**src/rtl/rv32_types.sv**
```systemverilog
// Shared rv32 pipeline types: memory-op encoding (shared with writeback),
// data-memory FSM states, and the execute->mem / mem->wb buffer structs.
package rv32_types;

  typedef enum logic [3:0] {
    MEM_NONE,
    MEM_LB,
    MEM_LH,
    MEM_LW,
    MEM_LBU,
    MEM_LHU,
    MEM_SB,
    MEM_SH,
    MEM_SW
  } mem_op_t;

  typedef enum logic {
    DMEM_IDLE,
    DMEM_WAIT_GNT
  } dmem_state_t;

  typedef struct packed {
    mem_op_t    mem_op;
    logic [4:0] rd;
    logic       register_wb;
  } decoded_instr_t;

  typedef struct packed {
    logic           valid;
    logic [31:0]    pc;
    decoded_instr_t decoded_instr;
    logic [31:0]    alu_result;
    logic [31:0]    mem_addr;
    logic [31:0]    rs2_data;
  } exec_mem_buffer_t;

  // byte_off is kept so writeback can extract/extend the loaded lane.
  typedef struct packed {
    logic        valid;
    logic        register_wb;
    logic [4:0]  rd;
    mem_op_t     mem_op;
    logic [31:0] pc;
    logic [31:0] alu_result;
    logic [1:0]  byte_off;
  } mem_wb_buffer_t;

  function automatic logic is_store(input mem_op_t op);
    return (op == MEM_SB) || (op == MEM_SH) || (op == MEM_SW);
  endfunction

  // Builds the writeback record; kill_wb suppresses the register write.
  function automatic mem_wb_buffer_t to_wb(input logic valid, input logic [31:0] pc,
                                           input decoded_instr_t di, input logic [31:0] alu,
                                           input logic [1:0] off, input logic kill_wb);
    mem_wb_buffer_t w;
    w             = '0;
    w.valid       = valid;
    w.register_wb = di.register_wb & ~kill_wb;
    w.rd          = di.rd;
    w.mem_op      = di.mem_op;
    w.pc          = pc;
    w.alu_result  = alu;
    w.byte_off    = off;
    return w;
  endfunction

endpackage

```
**src/rtl/rv32_store_align.sv**
```systemverilog
// Store lane alignment: mem_op + byte offset + rs2 -> byte enables, replicated
// write data and a natural-alignment violation flag. Lanes below the byte
// offset are masked off, so a misaligned access degrades to an in-word partial.
module rv32_store_align
  import rv32_types::*;
(
  input  mem_op_t     mem_op_i,
  input  logic [1:0]  byte_off_i,
  input  logic [31:0] rs2_i,
  output logic [3:0]  be_o,
  output logic [31:0] wdata_o,
  output logic        misaligned_o
);

  logic [3:0] lane_mask;
  assign lane_mask = 4'hF << byte_off_i;

  // Lane selection and data replication per access size.
  always_comb begin
    be_o         = 4'h0;
    wdata_o      = rs2_i;
    misaligned_o = 1'b0;
    case (mem_op_i)
      MEM_SB: begin
        be_o    = 4'b0001 << byte_off_i;
        wdata_o = {4{rs2_i[7:0]}};
      end
      MEM_SH: begin
        be_o         = (4'b0011 << {byte_off_i[1], 1'b0}) & lane_mask;
        wdata_o      = {2{rs2_i[15:0]}};
        misaligned_o = byte_off_i[0];
      end
      MEM_SW: begin
        be_o         = lane_mask;
        misaligned_o = |byte_off_i;
      end
      MEM_LB, MEM_LBU: be_o = 4'hF;
      MEM_LH, MEM_LHU: begin
        be_o         = 4'hF;
        misaligned_o = byte_off_i[0];
      end
      MEM_LW: begin
        be_o         = 4'hF;
        misaligned_o = |byte_off_i;
      end
      default: ;
    endcase
  end

endmodule

```
**src/rtl/rv32_mem_stage.sv**
```systemverilog
// rv32 memory stage: issues dmem req/gnt transactions, holds the request
// stable while waiting for grant (stalling upstream and inserting bubbles),
// and registers the instruction into mem_wb_buff.
// Optional: RV32_MEM_MISALIGN_TRAP_EN suppresses misaligned accesses and
// reports them on misalign_trap/misalign_addr instead.
module rv32_mem_stage
  import rv32_types::*;
#(
  parameter int STALL_CNT_W = 32
) (
  input  logic                   clk,
  input  logic                   resetn,
  input  exec_mem_buffer_t       exec_mem_buff,
  output mem_wb_buffer_t         mem_wb_buff,
  output logic                   mem_stall,
  output logic                   dmem_req,
  output logic                   dmem_we,
  output logic [3:0]             dmem_be,
  output logic [31:0]            dmem_addr,
  output logic [31:0]            dmem_wdata,
  input  logic                   dmem_gnt,
  output logic [STALL_CNT_W-1:0] dmem_stall_cnt
`ifdef RV32_MEM_MISALIGN_TRAP_EN
  ,
  output logic                   misalign_trap,
  output logic [31:0]            misalign_addr
`endif
);

`ifdef RV32_MEM_MISALIGN_TRAP_EN
  localparam bit TrapEn = 1'b1;
`else
  localparam bit TrapEn = 1'b0;
`endif

  dmem_state_t              state_q, state_d;
  mem_wb_buffer_t           wb_q, wb_d;
  mem_wb_buffer_t           hold_wb_q, hold_wb_d;
  logic                     hold_we_q, hold_we_d;
  logic [3:0]               hold_be_q, hold_be_d;
  logic [31:0]              hold_addr_q, hold_addr_d;
  logic [31:0]              hold_wdata_q, hold_wdata_d;
  logic [STALL_CNT_W-1:0]   cnt_q, cnt_d;

  mem_op_t     in_op;
  logic        in_mem, in_trap, in_req;
  logic [3:0]  al_be;
  logic [31:0] al_wdata;
  logic        al_mis;
  logic        req_raw;
  mem_wb_buffer_t in_wb;

  assign in_op   = exec_mem_buff.decoded_instr.mem_op;
  assign in_mem  = exec_mem_buff.valid && (in_op != MEM_NONE);
  assign in_trap = TrapEn && in_mem && al_mis;
  assign in_req  = in_mem && !in_trap;
  assign in_wb   = to_wb(exec_mem_buff.valid, exec_mem_buff.pc, exec_mem_buff.decoded_instr,
                         exec_mem_buff.alu_result, exec_mem_buff.mem_addr[1:0], in_trap);

  rv32_store_align u_align (
    .mem_op_i    (in_op),
    .byte_off_i  (exec_mem_buff.mem_addr[1:0]),
    .rs2_i       (exec_mem_buff.rs2_data),
    .be_o        (al_be),
    .wdata_o     (al_wdata),
    .misaligned_o(al_mis)
  );

  // Next-state, request drive and writeback selection.
  always_comb begin
    state_d      = state_q;
    wb_d         = '0;
    hold_wb_d    = hold_wb_q;
    hold_we_d    = hold_we_q;
    hold_be_d    = hold_be_q;
    hold_addr_d  = hold_addr_q;
    hold_wdata_d = hold_wdata_q;
    req_raw      = 1'b0;
    dmem_we      = 1'b0;
    dmem_be      = 4'h0;
    dmem_addr    = 32'h0;
    dmem_wdata   = 32'h0;
    mem_stall    = 1'b0;
    case (state_q)
      DMEM_IDLE: begin
        if (exec_mem_buff.valid) wb_d = in_wb;
        if (in_req) begin
          req_raw    = 1'b1;
          dmem_we    = is_store(in_op);
          dmem_be    = al_be;
          dmem_addr  = {exec_mem_buff.mem_addr[31:2], 2'b00};
          dmem_wdata = al_wdata;
          if (!dmem_gnt) begin
            state_d      = DMEM_WAIT_GNT;
            mem_stall    = 1'b1;
            wb_d         = '0;
            hold_wb_d    = in_wb;
            hold_we_d    = is_store(in_op);
            hold_be_d    = al_be;
            hold_addr_d  = {exec_mem_buff.mem_addr[31:2], 2'b00};
            hold_wdata_d = al_wdata;
          end
        end
      end
      DMEM_WAIT_GNT: begin
        req_raw    = 1'b1;
        dmem_we    = hold_we_q;
        dmem_be    = hold_be_q;
        dmem_addr  = hold_addr_q;
        dmem_wdata = hold_wdata_q;
        if (dmem_gnt) begin
          state_d = DMEM_IDLE;
          wb_d    = hold_wb_q;
        end else begin
          mem_stall = 1'b1;
        end
      end
      default: state_d = DMEM_IDLE;
    endcase
  end

  // Request is forced low while reset is asserted, without waiting for a clock.
  assign dmem_req = req_raw && resetn;

  // Saturating grant-wait counter.
  always_comb begin
    cnt_d = cnt_q;
    if (dmem_req && !dmem_gnt && (cnt_q != {STALL_CNT_W{1'b1}})) cnt_d = cnt_q + 1'b1;
  end

  // State, writeback buffer, hold registers and counter.
  always_ff @(posedge clk or negedge resetn) begin
    if (!resetn) begin
      state_q      <= DMEM_IDLE;
      wb_q         <= '0;
      hold_wb_q    <= '0;
      hold_we_q    <= 1'b0;
      hold_be_q    <= 4'h0;
      hold_addr_q  <= 32'h0;
      hold_wdata_q <= 32'h0;
      cnt_q        <= '0;
    end else begin
      state_q      <= state_d;
      wb_q         <= wb_d;
      hold_wb_q    <= hold_wb_d;
      hold_we_q    <= hold_we_d;
      hold_be_q    <= hold_be_d;
      hold_addr_q  <= hold_addr_d;
      hold_wdata_q <= hold_wdata_d;
      cnt_q        <= cnt_d;
    end
  end

  assign mem_wb_buff    = wb_q;
  assign dmem_stall_cnt = cnt_q;

`ifdef RV32_MEM_MISALIGN_TRAP_EN
  logic        trap_q;
  logic [31:0] trap_addr_q;

  // One-cycle trap pulse aligned with the trapping instruction reaching writeback.
  always_ff @(posedge clk or negedge resetn) begin
    if (!resetn) begin
      trap_q      <= 1'b0;
      trap_addr_q <= 32'h0;
    end else begin
      trap_q      <= in_trap && (state_q == DMEM_IDLE);
      trap_addr_q <= (in_trap && (state_q == DMEM_IDLE)) ? exec_mem_buff.mem_addr : 32'h0;
    end
  end

  assign misalign_trap = trap_q;
  assign misalign_addr = trap_addr_q;
`endif

endmodule

```
**config.mk**
```make
export PLATFORM = sky130hd
export DESIGN_NAME = rv32_mem_stage
export DESIGN_NICKNAME = d
export VERILOG_FILES = /design/src/rtl/rv32_types.sv /design/src/rtl/rv32_store_align.sv /design/src/rtl/rv32_mem_stage.sv
export SDC_FILE = /design/constraint.sdc
export NUM_CORES = 1
export LEC_CHECK = 0
export BUFFER_PORTS_ARGS = -buffer_cell sky130_fd_sc_hd__buf_2
export CAP_MARGIN = 10
export CORE_ASPECT_RATIO = 1.75
export CORE_UTILIZATION = 35
export CTS_CLUSTER_SIZE = 8
export DETAILED_ROUTE_END_ITERATION = 6
export GPL_ROUTABILITY_DRIVEN = 0
export GPL_TIMING_DRIVEN = 0
export PLACE_DENSITY = 0.58
export SYNTH_ARGS = -nofsm -noshare
export SYNTH_HDL_FRONTEND = slang
export SYNTH_SLANG_ARGS = --single-unit
```
**constraint.sdc**
```tcl
create_clock -name clk -period 4.85 [get_ports clk]
set_input_delay 0.485 -clock clk [delete_from_list [all_inputs] [get_ports clk]]
set_output_delay 0.485 -clock clk [all_outputs]
set_load 0.01 [all_outputs]
```
# [After elaboration in Yosys (flattened, before gate mapping)]
# Cells that the tools add are included.
[word_totals] input_bits=142 register_bits=254 elab_cells=66 out_inout_bits=180
[op_classes] n_addsub=1 shifts=3 bitwise_logic=3 muxes=20 reduce_logical=10 eq_ne=9
[op_table] cell="77-bit 2-to-1 mux" n=4
[op_table] cell="32-bit case mux with 2 select lines" n=3
[op_table] cell="77-bit case mux with 2 select lines" n=1
[op_table] cell="32-bit 2-to-1 mux" n=2
[op_table] cell="32-bit by 1-bit adder with 32-bit output (second input constant)" n=1
[op_table] cell="32-bit inequality test (second input constant)" n=1
[op_table] cell="4-bit by 3-bit equality test with 1-bit output (second input constant)" n=4
[op_table] cell="4-bit case mux with 4 select lines" n=1
[op_table] cell="4-bit by 2-bit equality test with 1-bit output (second input constant)" n=2
[op_table] cell="4-bit case mux with 2 select lines" n=1
[op_table] cell="1-bit case mux with 2 select lines" n=3
[op_table] cell="5-bit OR reduction" n=1
[op_table] cell="4-bit bitwise AND" n=1
[op_table] cell="4-bit by 1-bit equality test with 1-bit output (second input constant)" n=1
[op_table] cell="4-bit equality test (second input constant)" n=1
[op_table] cell="1-bit logical AND" n=4
[op_table] cell="1-bit 2-to-1 mux" n=4
[op_table] cell="4-bit 2-to-1 mux" n=1
[op_table] cell="4-bit nonzero test" n=1
[op_table] cell="1-bit by 2-bit << shifter with 4-bit output (first input constant)" n=1
[op_table] cell="2-bit by 2-bit << shifter with 4-bit output (first input constant)" n=1
[op_table] cell="4-bit by 2-bit << shifter with 4-bit output (first input constant)" n=1
[op_table] cell="3-bit AND reduction" n=1
[op_table] cell="1-bit logical OR" n=2
[op_table] cell="other kinds (2)" n=3

# [Depth between registers and ports, before layout]
[depth] depth_word=7 depth_mapped=7 depth_no_buf=6

# [Cells and area by module]
# A second synthesis with hierarchy kept.
[unflattened] cells_unflattened=827 hier_area_um2=11058.1
[by_module_without_submodules] mod="rv32_mem_stage" area_each_um2=10380.0 seq_area_each_um2=6356.1 instances=1 cells_each=740
[by_module_without_submodules] mod="rv32_store_align" area_each_um2=678.2 seq_area_each_um2=0.0 instances=1 cells_each=87

# [Least setup slack after synthesis]
# Ideal clock, no wire load.
[synth_path] kind="input to output" startpoint="input exec_mem_buff[105] (netlist bit)" endpoint="output dmem_wdata[16]" slack_ns=2.538 arrival_ns=1.827 cell_stages=5 t_required_ns=4.365 path_buffers=2 path_cell_list="clkbuf_1 > nand3b_1 > clkbuf_1 > mux2i_1 > o21ai_0"
[synth_via] elab_chain_cells=4 elab_cells_between_ends=7 classes_between="eq/ne: 2; mux: 3; reduce/logical: 2"
[synth_lines] item="start: declaration" line_no="rv32_mem_stage.sv:13" source="input exec_mem_buffer_t exec_mem_buff,"
[synth_lines] item="4-bit by 3-bit equality test with 1-bit output, or another cell as far along"
[synth_lines] item="32-bit case mux with 2 select lines / 1-bit logical AND (equally long branches)" line_no="rv32_store_align.sv:23, rv32_mem_stage.sv:54"
[synth_lines] item="32-bit 2-to-1 mux (*)" line_no="rv32_mem_stage.sv:87" source="if (in_req) begin"
[synth_lines] item="32-bit case mux with 2 select lines (*)" line_no="rv32_mem_stage.sv:84" source="case (state_q)"
[synth_lines] item="end: declaration" line_no="rv32_mem_stage.sv:20" source="output logic [31:0] dmem_wdata,"
# Mark *: on every way between the ends. The rest lies on a longest branch, timed or not.

# [Worst setup path after layout]
[layout_path] startpoint="register state_q" endpoint="output dmem_addr[25]"
[layout_via] elab_chain_cells=2
[layout_lines] item="start: declaration" line_no="rv32_mem_stage.sv:36" source="dmem_state_t state_q, state_d;"
[layout_lines] item="start signal: assignment" line_no="rv32_mem_stage.sv:143" source="state_q <= state_d;"
[layout_lines] item="1-bit inverter (no source line)"
[layout_lines] item="32-bit case mux with 2 select lines (*)" line_no="rv32_mem_stage.sv:84"
[layout_lines] item="end: declaration" line_no="rv32_mem_stage.sv:19" source="output logic [31:0] dmem_addr,"
# Marks and branches as above.

==> flow_metrics.py <==
metrics = {
    "setup_path": {
        "worstPathMaxFanout": 10,
        "ff2ff_setup_slack_ns": 2.40,
        "worstPathArrival_ns": 2.70,
        "r2r-end": "mem_wb_buff[63]",
        "reg2reg_depth": 5,
        "critPathKind": "flip-flop to primary output",
        "start_kind": "flip-flop",
        "end_kind": "primary output",
        "r2r_start": "state_q",
        "crit_required_ns": 4.37,
    },
    "detailed_routing": {
        "drt_first_pass_iters": 5,
        "via_per_inst": 5.08,
        "post-route-drc-count": 0,
        "avgRoutedWirePerCell_um": 18.4,
        "initialDrtViolationCount": 289,
        "drtAntennaViolNets": 0,
        "vias": 8608,
        "drt_wl_total_mm": 31.2,
    },
    "logic_synthesis": {
        "syn_area_mm2": 0.0108,
        "ys_ff_latch": 254,
        "synthFlopType": "dfrtp_1",
        "ys_seq_area_share_pct": 58.6,
        "synth_area_per_cell_um2": 11.5,
        "synth_warnings": 0,
        "synth.largest_area_cell": "dfrtp_1",
        "netlist_instances": 940,
        "yosysTopAreaCellShare_pct": 58.6,
        "ys_top_cells_by_count": "dfrtp_1 (254), nand2_1 (154), mux2_2 (111)",
        "synth_edf_count": 0,
        "synth.area.top_cells": "dfrtp_1 (59%), mux2_2 (12%), a22o_1 (6.0%)",
        "async_flop_share_pct": 100,
        "yosysUniqueCellTypes": 49,
        "yosysMostFrequentCell": "dfrtp_1",
    },
    "sta": {
        "post-route-period-util_pct": 65.6,
        "hold_viol_final": 0,
        "period_needed_ns": 3.18,
        "whs_ns": 0.207,
        "worst_pin_slew_ns": 0.768,
        "finClkSkew_ns": 0.0169,
        "slew_headroom_pct": 48.8,
        "worst_slack_ns": 1.67,
        "slew_violations": 0,
        "tns_ns": 0,
        "fmax_ghz": 0.314,
        "rsz0062_at_grt": "no",
        "setup_viol": 0,
    },
    "clock_tree": {
        "cts_root_buffer": "clkbuf_16",
        "tritoncts": "yes",
        "clockBufferDepth": 3,
        "cts_repair_resize_count": 0,
        "clock_latency_ns": 0.51,
        "cts_buffers": 37,
        "path_clk_slew_ns": 0.05,
        "htree_levels": 2,
        "cts.hold.buffers_added": 1,
        "post-cts-setup-buffers": 0,
        "cts.sinks": 254,
    },
    "global_routing": {
        "grt_pass1_wl_mm": 48.7,
        "gr-usage-all-layers_pct": 19.8,
        "grt_max_degree": 72,
        "first_global_vias": 8946,
        "grt-ovfl-total": 0,
        "antenna_found_initial": 9,
    },
    "power_and_ir_drop": {
        "power_leakage_uw": 0.00694,
        "peakVddDrop_mv": 0.293,
        "power_uw": 5740,
        "power_density_mw_per_mm2": 410,
    },
    "finish": {
        "nets": 1445,
        "design_area_mm2": 0.0140,
        "drive_gt1_share_pct": 37.7,
        "area_growth_pct": 29.1,
    },
    "floorplan": {
        "core_mm2": 0.0303,
        "die_y_um": 235,
        "dieArea_mm2": 0.0317,
        "row_count": 84,
        "num_io_pins": 322,
        "die_w_um": 135,
        "start_util_pct": 35.8,
    },
    "placement": {
        "port_buffers": 318,
        "hpwlAfterDp_mm": 23.2,
        "place_ws_ns": 1.91,
        "place_area_mm2": 0.0130,
    },
    "min_path": {
        "hold_end": "mem_wb_buff[42]",
        "hold_path_class": "input pin to flip-flop",
        "whs_path_depth": 2,
        "min_from": "exec_mem_buff[114]",
    },
    "run_status": {
        "status": "complete, no violations",
    },
    "job": {
        "cap_viol_max_count": 0,
    },
}
-- worst max-delay path, stage by stage, from the launching register on --
cell and delay (ns):
dfrtp_1 0.47, clkbuf_1 0.43, clkbuf_1 0.37, clkbuf_1 0.51, nand2_1 0.09, o21ai_0 0.13, buf_2 0.18
-- state kept, by name, indices dropped and copies added (netlist names) --
| register | flops |
|---|---|
| dmem_stall_cnt | 32 |
| hold_addr_q | 30 |
| hold_be_q | 4 |
| hold_wb_q | 77 |
| hold_wdata_q | 32 |
| hold_we_q | 1 |
| mem_wb_buff | 77 |
| state_q | 1 |
-- cell usage in the layout (no fill, tap or decap), types with 5 or more instances in the layout --
cell type,count
dfrtp_1,254
xor2_1,17
clkbuf_1,45
nor3_1,14
buf_2,327
mux2_2,111
clkbuf_16,37
a21oi_1,16
nor2_1,25
nand4_1,8
diode_2,5
nor4_1,6
buf_1,9
o21ai_0,103
inv_1,6
nand2_1,154
xnor2_1,13
mux2i_1,24
nand3_1,10
a22o_1,74
-- metal layers --
metal  GRT usage, %  vias up  part of all wire, %
met5              0        -                 0.20
met4           9.23        8                  4.2
met3           5.18       75                  6.4
met2           36.0      274                   53
li1               -     4012                    -
met1           20.8     4239                   36
-- worst max-delay path by stage --
stage | from | to | slack [ns] | cells after the start
floorplan | exec_mem_buff[105] | dmem_wdata[16] | 2.54 | 5
global placement | resetn | dmem_stall_cnt[23] | -1.79 | 6
detailed placement | exec_mem_buff[105] | dmem_wdata[19] | 1.91 | 7
CTS | state_q | dmem_addr[23] | 1.50 | 6
global route | state_q | dmem_addr[23] | 1.38 | 6
finish | state_q | dmem_addr[25] | 1.67 | 6
-- stage by stage --
stage               instances  utilization, %
finish                   1695            46.2
global route             1693            46.2
CTS                      1690            46.2
detailed placement       1649            43.0
global placement         1646            42.7
floorplan                 941               -
-- report_power, final --
group / internal [uW] / switching [uW]
sequential: 2430 / 155
combinational: 432 / 485
clock: 1360 / 881
-- kinds of logic after synthesis --
family | count (synthesis) | synth area share (%)
AO/OA/AOI/OAI | 205 | 12.4
XOR/XNOR | 30 | 2.42
adder cells (fa/ha/maj) | 1 | 0.115
buffers and inverters | 73 | 2.78
flip-flops | 254 | 58.6
multiplexers | 136 | 13.9
other | 1 | 0.0346
AND/OR/NAND/NOR | 240 | 9.75
-- layout make-up --
class	instances	area, um2
clock inverters	2	17.5
inverters	6	22.5
fillers	2899	16300
well taps	387	484
flip-flops and latches	254	6360
plain buffers	67	279
multi-input cells	614	4190
repair buffers	322	1690
diodes	5	12.5
clock buffers	38	940
Power figures use the tool's default switching activity.
